`config.mk`:
```
export PLATFORM = sky130hd
export DESIGN_NAME = unary_decoder
export DESIGN_NICKNAME = d
export VERILOG_FILES = /design/src/rtl/unary_decoder.sv
export SDC_FILE = /design/constraint.sdc
export NUM_CORES = 1
export LEC_CHECK = 0
export CORE_UTILIZATION = 41
export CTS_CLUSTER_SIZE = 10
export DETAILED_ROUTE_END_ITERATION = 16
export GPL_TIMING_DRIVEN = 0
export PLACE_DENSITY = 0.65
export SLEW_MARGIN = 20
export SYNTH_ARGS = -nofsm -noshare
export SYNTH_HDL_FRONTEND = slang
export SYNTH_SLANG_ARGS = --single-unit
```
`constraint.sdc`:
```
create_clock -name clk -period 1.9 [get_ports clk]
set_input_delay 0.57 -clock clk [delete_from_list [all_inputs] [get_ports clk]]
set_output_delay 0.57 -clock clk [all_outputs]
set_load 0.01 [all_outputs]
```
`src/rtl/unary_decoder.sv`:
```
// Decodes a unary (thermometer-style) bit stream into a binary count over a fixed
// window of 2^(BIN_BITS+1) cycles, flagging streams that are not one contiguous run.
module unary_decoder #(
    parameter int BIN_BITS = 4
) (
    input  logic                clk,
    input  logic                reset,
    input  logic                start,
    input  logic                in,
    output logic                busy,
    output logic [BIN_BITS+1:0] count,
    output logic                err,
    output logic                out_valid,
    input  logic                out_ready
);

    localparam int U_BITS = 2 ** (BIN_BITS + 1);
    localparam int CNT_W  = BIN_BITS + 2;
    localparam int CYC_W  = BIN_BITS + 1;

    typedef enum logic [1:0] {
        IDLE,
        COUNT,
        DONE
    } state_e;

    state_e             state_q, state_d;
    logic [CYC_W-1:0]   cyc_q,   cyc_d;
    logic [CNT_W-1:0]   acc_q,   acc_d;
    logic               seen_q,  seen_d;
    logic               gap_q,   gap_d;
    logic               bad_q,   bad_d;
    logic [CNT_W-1:0]   count_q, count_d;
    logic               err_q,   err_d;

    // NOTE: every signal gets its hold value first, so no path leaves one unassigned (no latch).
    always_comb begin
        state_d = state_q;
        cyc_d   = cyc_q;
        acc_d   = acc_q;
        seen_d  = seen_q;
        gap_d   = gap_q;
        bad_d   = bad_q;
        count_d = count_q;
        err_d   = err_q;

        unique case (state_q)
            IDLE: begin
                if (start) begin
                    // The start cycle is window sample 0.
                    state_d = COUNT;
                    cyc_d   = CYC_W'(1);
                    acc_d   = CNT_W'(in);
                    seen_d  = in;
                    gap_d   = 1'b0;
                    bad_d   = 1'b0;
                end
            end
            COUNT: begin
                if (in) begin
                    acc_d  = acc_q + CNT_W'(1);
                    seen_d = 1'b1;
                    if (gap_q) bad_d = 1'b1;
                end else if (seen_q) begin
                    gap_d = 1'b1;
                end

                if (cyc_q == CYC_W'(U_BITS - 1)) begin
                    state_d = DONE;
                    cyc_d   = '0;
                    count_d = acc_d;
                    err_d   = bad_d;
                end else begin
                    cyc_d = cyc_q + CYC_W'(1);
                end
            end
            DONE: begin
                if (out_ready) state_d = IDLE;
            end
            default: state_d = IDLE;
        endcase
    end

    // NOTE: sequential state uses non-blocking assignments so all flops update together.
    always_ff @(posedge clk or posedge reset) begin
        if (reset) begin
            state_q <= IDLE;
            cyc_q   <= '0;
            acc_q   <= '0;
            seen_q  <= 1'b0;
            gap_q   <= 1'b0;
            bad_q   <= 1'b0;
            count_q <= '0;
            err_q   <= 1'b0;
        end else begin
            state_q <= state_d;
            cyc_q   <= cyc_d;
            acc_q   <= acc_d;
            seen_q  <= seen_d;
            gap_q   <= gap_d;
            bad_q   <= bad_d;
            count_q <= count_d;
            err_q   <= err_d;
        end
    end

    assign busy      = (state_q != IDLE);
    assign out_valid = (state_q == DONE);
    assign count     = count_q;
    assign err       = err_q;

endmodule

```
==> impl_metrics.yaml, run 1 <==
layout:
  postLayoutCoreUtil: 0.516
  fin_area_sq_um: 1420
  area_growth_pct: 19.9
  nNetsFinal: 153
  diodes: 0
  drive_above_1_share: 0.174
  layout.cells.non_filler: 175
floorplanning:
  core_area_sq_um: 2760
  die_area_sq_um: 3110
  die_h_microns: 55.8
  io_pins: 14
  die_width_microns: 55.8
  rows: 19
  start_util: 0.430
timing:
  slew-limit-headroom: 0.397
  tns_ps: 0
  fmax_mhz: 547
  slew_violations: 0
  setup_viol: 0
  skew_ps: 10.1
  worst_pin_slew_ps: 904
  holdWs_ps: 489
  finalCriticalPeriod_ps: 1830
  rsz0062_at_grt: "false"
  post-route-period-util: 0.962
  fin_ws_ps: 72.5
  hold_viol_final: 0
route:
  ant_nets: 0
  route.detailed.wl_per_inst_microns: 13.3
  drtIter0Drc: 9
  vias: 937
  routed_wl_mm: 2.33
  post-route-drc-count: 0
  firstDrtPassIters: 4
  viasPerCell: 5.35
worst_setup_path:
  startpoint_type: "flop"
  path_cells: "buf_2 -> or2_4 -> buf_6"
  worstPathRequired_ps: 1330
  cp-end-kind: "output port"
  slowest_delay_ps: 400
  critPathArrivalTime_ps: 1260
  cp_max_fo: 10
  cp_slowest_cell: "dfrtp_1"
  critical_path_class: "flop to output port"
outcome:
  outcome: "complete, no violations"
place:
  place_area_sq_um: 1360
  place_ws_ps: -186
  hpwl_mm: 1.60
  gp_congestion: 0.729
  portBuffers: 13
  post-place-cells: 166
worst_hold_path:
  hold_class: "flop to flop"
clocking:
  cts.sinks: 23
  clockBufferDepth: 2
  h-tree-depth: 1
  tritoncts: "built"
  cts-root-buf: "clkbuf_4"
  clk_latency_ps: 310
  cts_made_buffers: 3
  cts.clk_slew.worst_paths_ps: 120
yosys:
  postSynthCellCount: 122
  synth.avg_cell_area_sq_um: 9.72
  syn_area_sq_um: 1190
  syn-num-nets: 130
  yosys-top-cells-area: "dfrtp_1 49%, a21oi_1 4.2%, o21ai_0 4.2%, nand2_1 4.1%, ha_1 3.2%"
  yosys.area.top_type: "dfrtp_1"
  ys_types: 36
  ys_warn_count: 0
  synth-seq-cells: 23
  yosysSeqAreaShare: 0.485
  yosysTopAreaCellShare: 0.485
grt:
  grtUsageTotal: 0.169
  grt_use_met1: 0.218
  grt_pass1_vias: 954
  overflow: 0
  grt_max_degree: 24
  gr-usage-met2: 0.284
  grt_pass1_wl_mm: 4.13
  grt.met3_usage: 0.0233
  top_usage_layer: "met2"
  antenna_found_initial: 0
pwr:
  power_mw: 1.97
  p_per_area_nw_per_um2: 1390
  ir_worst_vdd_v: 0.000959
  power_leakage_nw: 0.658
flow_run:
  max_cap_violations: 0
==> power breakdown <==
part           switching, mW  internal, mW
Sequential             0.172         0.692
Clock                  0.149        0.0787
Combinational          0.400         0.482
Total                  0.721          1.25
==> critical path, delay by kind of cell (launching register included) <==
family / cells / cell delay [ps]
buffers and inverters: 2 / 300
flip-flops: 1 / 400
AND/OR/NAND/NOR: 1 / 260
==> metal layers <==
| metal | vias to the layer above | wire length, microns |
|---|---|---|
| met5 | - | 0 |
| met4 | 0 | 45 |
| met3 | 4 | 72 |
| met2 | 13 | 1130 |
| met1 | 447 | 1080 |
| li1 | 473 | - |
==> cells in the mapped netlist <==
cell type	number
a22o_2	1
nand3b_1	1
nand4_1	2
a21oi_1	10
mux2i_1	2
buf_6	2
clkbuf_2	1
nand2_1	13
dfrtp_1	23
o211ai_1	1
o21bai_2	1
nor2b_1	1
o2111ai_1	1
buf_2	1
or2_2	1
mux2_2	2
nand3_1	6
clkbuf_1	1
o22ai_1	1
o22a_1	1
and3_1	1
nand2b_1	5
xnor2_1	1
a22o_1	4
o21ai_0	10
o311ai_0	1
nor2_1	10
or3b_2	1
ha_1	3
buf_4	1
or4_1	2
nand3_2	1
inv_1	5
o21a_1	1
xor2_1	3
and2b_2	1
==> repair_timing <==
item                                    CTS  global route
endpoints found under the hold margin     0             0
pin swaps                                 0             1
buffers inserted                          1             5
endpoints found under the setup margin    2             3
hold buffers                              0             0
gates cloned                              0             0
gates resized for setup                  11             2
==> logic make-up (layout without fill, tap and decap cells) <==
group           count (synthesis)  in the layout  synth area share
flops                          23             23             0.485
compound gates                 32             32             0.172
mux                             4              4            0.0359
fa+ha+maj                       3              3            0.0316
simple gates                   45             45             0.193
xor+xnor                        4              4            0.0295
buf+inv                        11             33            0.0527
==> state kept, by name, indices dropped and copies added, names as in the netlist <==
name and count:
count 6, cyc_q 5, seen_q 1, gap_q 1, state_q 2, bad_q 1
acc_q 6, err 1
==> cell type report <==
cell class,count,area [sq um]
fillers,262,1340
flip-flops and latches,23,576
multi-input cells,88,551
repair buffers,19,171
plain buffers,5,40.0
well taps,31,38.8
clock buffers,3,22.5
inverters,5,18.8
clock inverters,1,5.00
==> cell usage in the layout, fill, tap and decap left out, types with 4 or more instances in the layout <==
| cell | synthesis | routed |
|---|---|---|
| a21oi_1 | 10 | 10 |
| a22o_1 | 4 | 4 |
| buf_4 | 1 | 7 |
| clkdlybuf4s50_1 | 0 | 11 |
| dfrtp_1 | 23 | 23 |
| inv_1 | 5 | 5 |
| nand2_1 | 13 | 13 |
| nand2b_1 | 5 | 5 |
| nand3_1 | 6 | 6 |
| nor2_1 | 10 | 10 |
| o21ai_0 | 10 | 10 |
==> worst paths after layout <==
| kind | start | to | slack [ps] | cells past startpoint |
|---|---|---|---|---|
| setup / recovery | state_q[1] | busy | 70 | 3 |
| hold / removal | count[5] | count[5] | 490 | 2 |
| setup reg to reg | cyc_q[0] | state_q[1] | 160 | 7 |
| hold reg to reg | count[5] | count[5] | 490 | 2 |
| max in group asynchronous | reset | acc_q[1] | 610 | 2 |
| min in group asynchronous | reset | seen_q | 730 | 2 |
Power figures use the tool's default switching activity.
==> inputs of run 2 (changes only) <==
SKIP_LAST_GASP = 1   (was default)
==> impl_metrics.yaml, run 2 (synthesized netlist as in run 1, its figures left out) <==
layout:
  postLayoutCoreUtil: 0.520
  num-fill-cells: 266
  drive_above_1_share: 0.179
  area_growth_pct: 21.0
  layout_commonest_cell: "dfrtp_1"
  multiInputGateArea_sq_um: 548
  layout.cells.non_filler: 176
  nNetsFinal: 154
  regArea_sq_um: 576
  diodes: 0
  fin_area_sq_um: 1440
  final_cell_mix: "23 x dfrtp_1, 13 x nand2_1, 11 x clkdlybuf4s50_1"
timing:
  rsz0062_at_grt: "true"
  skew_ps: 10.1
  holdWs_ps: 489
  hold_viol_final: 0
  fmax_mhz: 520
  tns_ps: -22.3
  slew_violations: 0
  post-route-period-util: 1.01
  finalCriticalPeriod_ps: 1920
  worst_pin_slew_ps: 889
  setup_viol: 1
  slew-limit-headroom: 0.406
  fin_ws_ps: -22.3
place:
  portBuffers: 13
  place_ws_ps: -186
  post-place-cells: 166
  gp_congestion: 0.729
  place_area_sq_um: 1360
  hpwl_mm: 1.60
route:
  firstDrtPassIters: 4
  vias: 948
  viasPerCell: 5.39
  drtIter0Drc: 8
  post-route-drc-count: 0
  route.detailed.wl_per_inst_microns: 13.1
  routed_wl_mm: 2.31
  ant_nets: 0
clocking:
  cts.clk_slew.worst_paths_ps: 120
  clk_latency_ps: 320
  h-tree-depth: 1
  tritoncts: "built"
  holdBufCountCts: 0
  clockBufferDepth: 2
  cts-root-buf: "clkbuf_4"
  cts_made_buffers: 3
  cts.sinks: 23
grt:
  grt_max_degree: 24
  grt_pass1_vias: 935
  grtUsageTotal: 0.165
  antenna_found_initial: 0
  overflow: 0
  grt_pass1_wl_mm: 4.01
worst_setup_path:
  cp_top_family: "flip-flops"
  critPathArrivalTime_ps: 1350
  r2r_end: "state_q[1]"
  r2r_slack_ps: 160
  cp_common_cell: "buf_6"
  reg2reg_from: "cyc_q[0]"
  worst_r2r_path_depth: 7
  worstPathRequired_ps: 1330
  critical_path_class: "flop to output port"
  cp_slowest_cell: "dfrtp_1"
  cp-end-kind: "output port"
  path_cells: "buf_6 -> buf_8 -> or2_2 -> buf_6"
  startpoint_type: "flop"
  cp_max_fo: 8
  critical_path_buf_inv_count: 3
  slowest_delay_ps: 390
outcome:
  failed_checks: "negative setup slack"
  outcome: "complete, but fails checks"
floorplanning:
  io_pins: 14
  core_area_sq_um: 2760
  die_area_sq_um: 3110
  start_util: 0.430
  die_width_microns: 55.8
  die_h_microns: 55.8
  rows: 19
pwr:
  ir_worst_vdd_v: 0.000960
  power_mw: 2.00
  power_leakage_nw: 0.664
  p_per_area_nw_per_um2: 1390
flow_run:
  max_cap_violations: 0
worst_hold_path:
  min_to: "count[5]"
  hold_path_depth: 2
  hold_class: "flop to flop"
  hp-start: "count[5]"
run 2: power by group:
group	leakage, nW	total (mW)	switching, mW	internal, mW
Clock	0.0177	0.230	0.151	0.0787
Combinational	0.388	0.906	0.405	0.501
Sequential	0.258	0.865	0.173	0.692
run 2: tightest hold or removal path, stage by stage, from the launching register on:
cell and delay (ps):
dfrtp_1 360, nand2_1 50, nand3_1 60
run 2: area by class of cell:
type	instances	area share
well taps	31	0.0270
plain buffers	6	0.0384
clock buffers	3	0.0157
repair buffers	19	0.119
clock inverters	1	0.00349
flip-flops and latches	23	0.401
multi-input cells	88	0.382
inverters	5	0.0131
run 2: metal layers:
| metal | vias up | share of wire | track usage |
|---|---|---|---|
| li1 | 475 | - | - |
| met1 | 454 | 0.47 | 0.215 |
| met2 | 15 | 0.47 | 0.272 |
| met3 | 4 | 0.031 | 0.0233 |
| met4 | 0 | 0.019 | 0.0750 |
| met5 | - | 0 | 0 |
run 2: worst max path at each step:
stage          startpoint        to  slack (ps)  cells past startpoint
6_report       state_q[0]      busy         -20                      4
5_1_grt        state_q[0]      busy         -80                      4
4_1_cts        state_q[0]      busy        -220                      4
3_5_place_dp   state_q[0]      busy        -190                      4
3_3_place_gp   state_q[0]      busy        -180                      4
2_1_floorplan    cyc_q[0]  count[5]         320                      6
run 2: timing repair:
action                     CTS  global route
setup endpoints to repair    2             3
gates resized for setup      5             7
hold endpoints to repair     0             0
pin swaps                    0             1
buffers inserted             1             5
